$ cat src/rtl/shift_pkg.sv
// Shared defaults and helpers for the shift register output buffer slice.
package shift_pkg;

    localparam int unsigned DEFAULT_WIDTH = 4;
    localparam int unsigned DEFAULT_SIZE  = 3;
    localparam int unsigned DEFAULT_DEPTH = 4;

    function automatic int unsigned clog2(input int unsigned value);
        int unsigned result;
        result = 0;
        for (int unsigned v = value - 1; v > 0; v = v >> 1) begin
            result++;
        end
        return result;
    endfunction

endpackage

$ cat src/rtl/sync_fifo.sv
// First-word-fall-through synchronous FIFO; storage is not reset.
module sync_fifo
    import shift_pkg::*;
#(
    parameter int unsigned WIDTH = DEFAULT_WIDTH,
    parameter int unsigned DEPTH = DEFAULT_DEPTH
) (
    input  logic                   clk,
    input  logic                   rst,
    input  logic                   wr,
    input  logic                   rd,
    input  logic [WIDTH-1:0]       din,
    output logic [WIDTH-1:0]       dout,
    output logic [clog2(DEPTH):0]  count,
    output logic                   full,
    output logic                   empty
);

    localparam int unsigned PTR_W = clog2(DEPTH);
    localparam int unsigned CNT_W = PTR_W + 1;
    localparam logic [CNT_W-1:0] FULL_COUNT = CNT_W'(DEPTH);

    logic [WIDTH-1:0] mem [DEPTH];
    logic [PTR_W-1:0] wr_ptr;
    logic [PTR_W-1:0] rd_ptr;
    logic             do_wr;
    logic             do_rd;

    // A write into a full FIFO is only legal when the head leaves on the same edge.
    assign do_rd = rd & ~empty;
    assign do_wr = wr & (~full | do_rd);

    always_ff @(posedge clk or negedge rst) begin
        if (!rst) begin
            wr_ptr <= '0;
            rd_ptr <= '0;
            count  <= '0;
        end else begin
            if (do_wr) begin
                wr_ptr <= wr_ptr + PTR_W'(1);
            end
            if (do_rd) begin
                rd_ptr <= rd_ptr + PTR_W'(1);
            end
            case ({do_wr, do_rd})
                2'b10:   count <= count + CNT_W'(1);
                2'b01:   count <= count - CNT_W'(1);
                default: count <= count;
            endcase
        end
    end

    always_ff @(posedge clk) begin
        if (do_wr) begin
            mem[wr_ptr] <= din;
        end
    end

    assign dout  = mem[rd_ptr];
    assign full  = (count == FULL_COUNT);
    assign empty = (count == '0);

endmodule

$ cat src/rtl/shift_output_buffer.sv
// Collects valid samples leaving the upstream shift register into an output FIFO,
// stalling the shift register only when a valid head word has nowhere to go.
module shift_output_buffer
    import shift_pkg::*;
#(
    parameter int unsigned WIDTH = DEFAULT_WIDTH,
    parameter int unsigned SIZE  = DEFAULT_SIZE,
    parameter int unsigned DEPTH = DEFAULT_DEPTH
) (
    input  logic                   clk,
    input  logic                   rst,
    input  logic                   ce_in,
    input  logic                   in_valid,
    output logic                   ce,
    input  logic [WIDTH-1:0]       sr_dout,
    output logic [WIDTH-1:0]       out_data,
    output logic                   out_valid,
    input  logic                   out_ready,
    output logic [clog2(DEPTH):0]  count,
    output logic                   full,
    output logic                   empty
);

    logic [SIZE-1:0] vtag;
    logic [SIZE-1:0] vtag_next;
    logic            head_valid;
    logic            wr;
    logic            rd;

    assign head_valid = vtag[SIZE-1];
    // A full FIFO being read this cycle frees the slot the head word needs.
    assign ce         = ce_in & ~(head_valid & full & ~out_ready);
    assign wr         = ce & head_valid;
    assign rd         = out_valid & out_ready;
    assign out_valid  = ~empty;

    always_comb begin
        vtag_next    = vtag << 1;
        vtag_next[0] = in_valid;
    end

    // Tags follow the shift register stage for stage, so they advance only on ce.
    always_ff @(posedge clk or negedge rst) begin
        if (!rst) begin
            vtag <= '0;
        end else if (ce) begin
            vtag <= vtag_next;
        end
    end

    sync_fifo #(
        .WIDTH (WIDTH),
        .DEPTH (DEPTH)
    ) u_fifo (
        .clk   (clk),
        .rst   (rst),
        .wr    (wr),
        .rd    (rd),
        .din   (sr_dout),
        .dout  (out_data),
        .count (count),
        .full  (full),
        .empty (empty)
    );

endmodule

$ cat config.mk
export PLATFORM = sky130hd
export DESIGN_NAME = shift_output_buffer
export DESIGN_NICKNAME = d
export VERILOG_FILES = /design/src/rtl/shift_pkg.sv /design/src/rtl/sync_fifo.sv /design/src/rtl/shift_output_buffer.sv
export SDC_FILE = /design/constraint.sdc
export NUM_CORES = 1
export LEC_CHECK = 0
export CAP_MARGIN = 20
export CORE_MARGIN = 10
export CORE_UTILIZATION = 56
export CTS_CLUSTER_SIZE = 16
export DETAILED_ROUTE_END_ITERATION = 12
export PLACE_DENSITY = 0.8
export SYNTH_ARGS = -nofsm -noshare
export SYNTH_HDL_FRONTEND = slang
export SYNTH_HIERARCHICAL = 1
export SYNTH_SLANG_ARGS = --single-unit
$ cat constraint.sdc
create_clock -name clk -period 7.7 [get_ports clk]
set_clock_uncertainty 0.2 [all_clocks]
set_input_delay 1.155 -clock clk [delete_from_list [all_inputs] [get_ports clk]]
set_output_delay 1.155 -clock clk [all_outputs]
set_load 0.005 [all_outputs]
* After elaboration in Yosys (flattened, before gate mapping) *
Memory sizes are Yosys's and may differ from the RTL's.
Cells that the tools add are included.

cells by class
  equality and inequality tests = 3
  reduce and logical (&&, ||, !) cells = 2
  bitwise gates (word level) = 12
  mux-type cells = 3
  $add $sub $neg = 4

operators with widths
  cell                   count
  $and A1 B1 Y1          7
  $pmux W3 S2            1
  $add A2 B1 Y2 const B  2
  $not A1 Y1             4
  $add A3 B1 Y3 const B  1
  $eq A3 B3 Y1 const B   1
  $logic_not A3 Y1       1
  $sub A3 B1 Y3 const B  1
  $eq A2 B1 Y1 const B   1
  $eq A2 B2 Y1 const B   1
  $mux W1                2
  $reduce_bool A2 Y1     1
  $or A1 B1 Y1           1

word-level totals
  input port bits = 9
  flip-flop bits (word level) = 10
  word-level logic and storage cells = 29
  memories = 1
  bits in writable memories = 16

memories
  memory      words  bits a word  read ports  clocked after Yosys merged registers in  wr ports  RTL line         source
  u_fifo.mem  4      4            1           0                                        1         sync_fifo.sv:23  logic [WIDTH-1:0] mem [DEPTH];

* Depth between registers and ports, before layout *
  depth after elaboration = 9
  depth in mapped cells = 11

* Cells and area by module *
The synthesis kept the hierarchy.

by module, submodules not included
  module               times used  area an instance (um2)  cells each  seq. area each (um2)
  sync_fifo            1           1073.5                  67          655.6
  shift_output_buffer  1           168.9                   14          75.1

* Worst setup path after synthesis *
OpenSTA, ideal clock, no wires.

  kind = input to register
  start = in out_ready
  end = reg u_fifo.count[2]
  path buffers = 0
  slack = 4.459 ns
  data arrival time = 2.962 ns
  stages on the path = 7
  setup time = 0.079 ns
  cell sequence = nor2b_1 -> o31a_1 -> or2b_1 -> fa_1 -> nand2b_1 -> o32ai_2 -> xor2_1

on the way
  cells in the longest elaborated chain, start to end = 8
  elaborated cells between the ends (all ways) = 13
  classes of those cells = eq/ne (2); mux (1); bitwise (9); reduce/logical (1)

ends and longest elaborated chain
  what                                               RTL line                   source
  start: declaration                                 shift_output_buffer.sv:18  input logic out_ready,
  $not A1 Y1                                         shift_output_buffer.sv:32  assign ce = ce_in & ~(head_valid & full & ~out_ready);
  $and A1 B1 Y1                                      shift_output_buffer.sv:32
  $not A1 Y1                                         shift_output_buffer.sv:32
  $and A1 B1 Y1                                      shift_output_buffer.sv:32
  $and A1 B1 Y1                                      shift_output_buffer.sv:33  assign wr = ce & head_valid;
  $and A1 B1 Y1                                      sync_fifo.sv:31            assign do_wr = wr & (~full | do_rd);
  $eq A2 B1 Y1 or $eq A2 B2 Y1 (tied branches)       sync_fifo.sv:45            case ({do_wr, do_rd})
  $pmux W3 S2 or $reduce_bool A2 Y1 (tied branches)  -
  end signal: assignment                             sync_fifo.sv:46            2'b10: count <= count + CNT_W'(1);
  end signal: assignment                             sync_fifo.sv:47            2'b01: count <= count - CNT_W'(1);
  end signal: assignment                             sync_fifo.sv:48            default: count <= count;
  end: declaration                                   sync_fifo.sv:14            output logic [clog2(DEPTH):0] count,

Several ways; a longest one is shown, not always the timed one.
A chain may end at the register's enable or synchronous reset.

* Final worst setup path *
  start = in out_ready
  end = out ce

on the way
  cells in the longest elaborated chain, start to end = 4

ends and longest elaborated chain
  what              RTL line                   source
  $not A1 Y1        shift_output_buffer.sv:32
  $and A1 B1 Y1     shift_output_buffer.sv:32
  $not A1 Y1        shift_output_buffer.sv:32
  $and A1 B1 Y1     shift_output_buffer.sv:32
  end: declaration  shift_output_buffer.sv:14  output logic ce,

No other way between the ends.

==> key figures <==
Layout
  – Final std cells w/o fill: 129
  – Fillers: 147
  – P&R area growth vs syn: 20.1%
  – Fin area: 1490 sq um
  – Number of diodes: 0
  – Area of the multi-input gates: 472 sq um
  – Final Core Density: 73.1%
  – Register Area: 731 sq um
  – Share of cells above drive strength 1: 16.7%
  – Final nets: 117

Floorplan
  – Row count: 16
  – Placeable Area: 2040 sq um
  – Die width: 67.1 microns
  – Die Y: 67.1 microns
  – Initial Utilization: 60.8%
  – Ports: 20
  – Die Area: 4500 sq um

Global routing
  – Number of global-route vias before repair: 745
  – First-pass GRT wire length: 3500 microns
  – GRT Total Usage: 10.2%
  – Largest net degree at the start of global routing: 15
  – GRT overflow: 0
  – Initial antenna violation count: 0

Routing
  – Via count: 683
  – # DRC: 0
  – Via density: 5.29
  – Per-cell routed wire length: 15.9 microns
  – Antenna Nets Post-Route: 0
  – Routed wire length: 2050 microns
  – 1st-iter DRT viols: 18
  – Pre-antenna DRT Iters: 4

Setup path
  – Worst reg2reg path endpoint: u_fifo/count[2]$_DFFE_PN0P_
  – CP Data Required Time: 6340 ps
  – Slowest cell on the critical path: clkdlybuf4s50_1
  – R2R cell count: 8
  – CP most frequent cell: clkdlybuf4s50_1
  – WP buf/inv: 3
  – Worst Path Arrival: 2400 ps
  – CP endpoint kind: output pin
  – CP Launch Type: primary input
  – Kind of critical path: in2out
  – Crit path max-delay family: buffers and inverters
  – CP max stage delay: 440 ps
  – CP cell instances: clkdlybuf4s50_1 -> nand2b_4 -> o21ai_4 -> inv_1 -> clkdlybuf4s50_1
  – R2r setup slk: 4710 ps
  – Worst Path Max Fanout: 3
  – Worst reg2reg startpoint: u_fifo/count[0]$_DFFE_PN0P_

Synth
  – Yosys top cell by area: edfxtp_1
  – Synth Instances: 81
  – Synth warnings: 6
  – Post-Syn Nets: 95
  – EDFF count, synth: 16
  – Flops & latches, synth: 26
  – Synth Flop Type: edfxtp_1
  – Count of cell types in the netlist: 33
  – Simple-gate area share of the yosys netlist: 11.1%
  – Cell area after synthesis: 1240 sq um
  – Count leader, synth: edfxtp_1
  – Post-Synth Adder-Cell Area: 5.64%
  – Mux share of post-synthesis cell area: 10.6%
  – Largest family of logic cells by synthesized area: simple AND/OR/NAND/NOR gates
  – Post-synthesis xor/xnor area fraction: 4.23%
  – Synth top area share: 38.7%
  – Register area share after synthesis: 58.8%
  – Async SR Flop Fraction: 38.5%
  – Main area contributors after synthesis: edfxtp_1 39%, dfrtp_1 20%, mux4_2 7.3%, ha_1 4.0%, xor2_1 2.8%
  – Synth top cells by count: 16 x edfxtp_1, 10 x dfrtp_1, 7 x inv_1
  – Avg Cell Area, Syn: 15.3 sq um
  – Complex-gate fraction of the synthesized area: 6.45%

Placed design
  – Input/output buffers: 19
  – Placed cell area: 1460 sq um
  – Pre-CTS setup slack: 3770 ps
  – Gpl congestion: 0.794
  – Dpl cells: 125
  – HPWL after DPL: 1640 microns

Timing
  – Final Hold Fails: 0
  – Max_slew headroom: 61.5%
  – Worst-margin pin slew: 576 ps
  – Setup_tns: 0 ps
  – RSZ-0062 raised after global routing: false
  – Max-slew violations: 0
  – Slack of the critical path: 3940 ps
  – Final setup viols: 0
  – Maximum clock frequency: 0.266 GHz
  – Period utilisation layout: 48.8%
  – Min cycle time layout: 3760 ps

Min path
  – Worst Hold Endpoint: vtag[0]$_DFFE_PN0P_
  – HP Class: reg2reg
  – Hold-critical path depth: 1
  – Min-delay src: vtag[0]$_DFFE_PN0P_

Clock tree
  – TritonCTS Buffers: 3
  – # resized after CTS: 0
  – Hold-fix buffers at CTS: 0
  – Clk pin slew, worst setup/hold paths: 130 ps
  – Clk root buf: clkbuf_4
  – Max H-tree Level: 1
  – # clock sinks: 26
  – Post-CTS Repair Setup Buffers: 0
  – TritonCTS clock tree: built
  – Clk_lat worst skew: 310 ps
  – Clock Path Buffers: 2

Status
  – Outcome: complete, no violations

Power and ir drop
  – P_leak: 0.000577 uW
  – PwrDens: 342 nW/um^2
  – Max VDD drop: 0.262 mV

Job
  – Max cap viols: 0
## metrics by stage
step,power [uW],hold WS (ps)
6_report,510,354
5_1_grt,551,370
4_1_cts,518,354
3_5_place_dp,452,323
3_3_place_gp,443,303
2_1_floorplan,357,279
## power breakdown
| group | switching (uW) | leakage, uW | internal, uW | total (uW) |
|---|---|---|---|---|
| clock | 36.7 | 0.0000210 | 28.9 | 65.5 |
| combinational | 91.6 | 0.000293 | 129 | 221 |
| sequential | 42.2 | 0.000263 | 182 | 224 |
| total | 170 | 0.000577 | 340 | 510 |
## placed cells by master (no fill, tap or decap), types with 2 or more instances in the layout
master	count
clkdlybuf4s50_1	19
edfxtp_1	16
dfrtp_1	10
inv_1	7
mux4_2	4
and2_1	4
xor2_1	4
ha_1	4
clkbuf_4	3
nand2_1	2
mux2_4	2
xnor2_1	2
nand3_1	2
o2111ai_1	2
## cells by family after synthesis
logic type / Yosys count
flops: 26
fa+ha+maj: 5
simple gates: 19
mux: 7
compound gates: 8
buf+inv: 10
xor+xnor: 6
## how the worst max path moves through the flow
stage                         start                     endpoint  cells past startpoint
after detailed placement  out_ready  u_fifo/count[2]$_DFFE_PN0P_                      8
after CTS                 out_ready                           ce                      5
after global routing      out_ready  u_fifo/count[2]$_DFFE_PN0P_                      8
after global placement    out_ready  u_fifo/count[2]$_DFFE_PN0P_                      8
after floorplan           out_ready  u_fifo/count[2]$_DFFE_PN0P_                      7
final                     out_ready                           ce                      5
## flip-flops by register name, indices dropped and copies added, names as in the netlist
register,count
u_fifo/mem,16
u_fifo/count,3
vtag,3
u_fifo/rd_ptr,2
u_fifo/wr_ptr,2
## layer usage
layer	track usage, %	wire length [microns]	vias up
li1	-	-	338
met5	0	0	-
met3	4.52	99	2
met4	2.56	14	0
met1	12.3	909	329
met2	16.2	1020	14
## final cells by class
type                    count  share of cell area [%]
clock buffers               4                    2.43
inverters                   8                    2.01
multi-input cells          45                    31.6
well taps                  27                    2.26
repair buffers             19                    12.7
flip-flops and latches     26                    49.0
(Power assumes the default switching activity.)
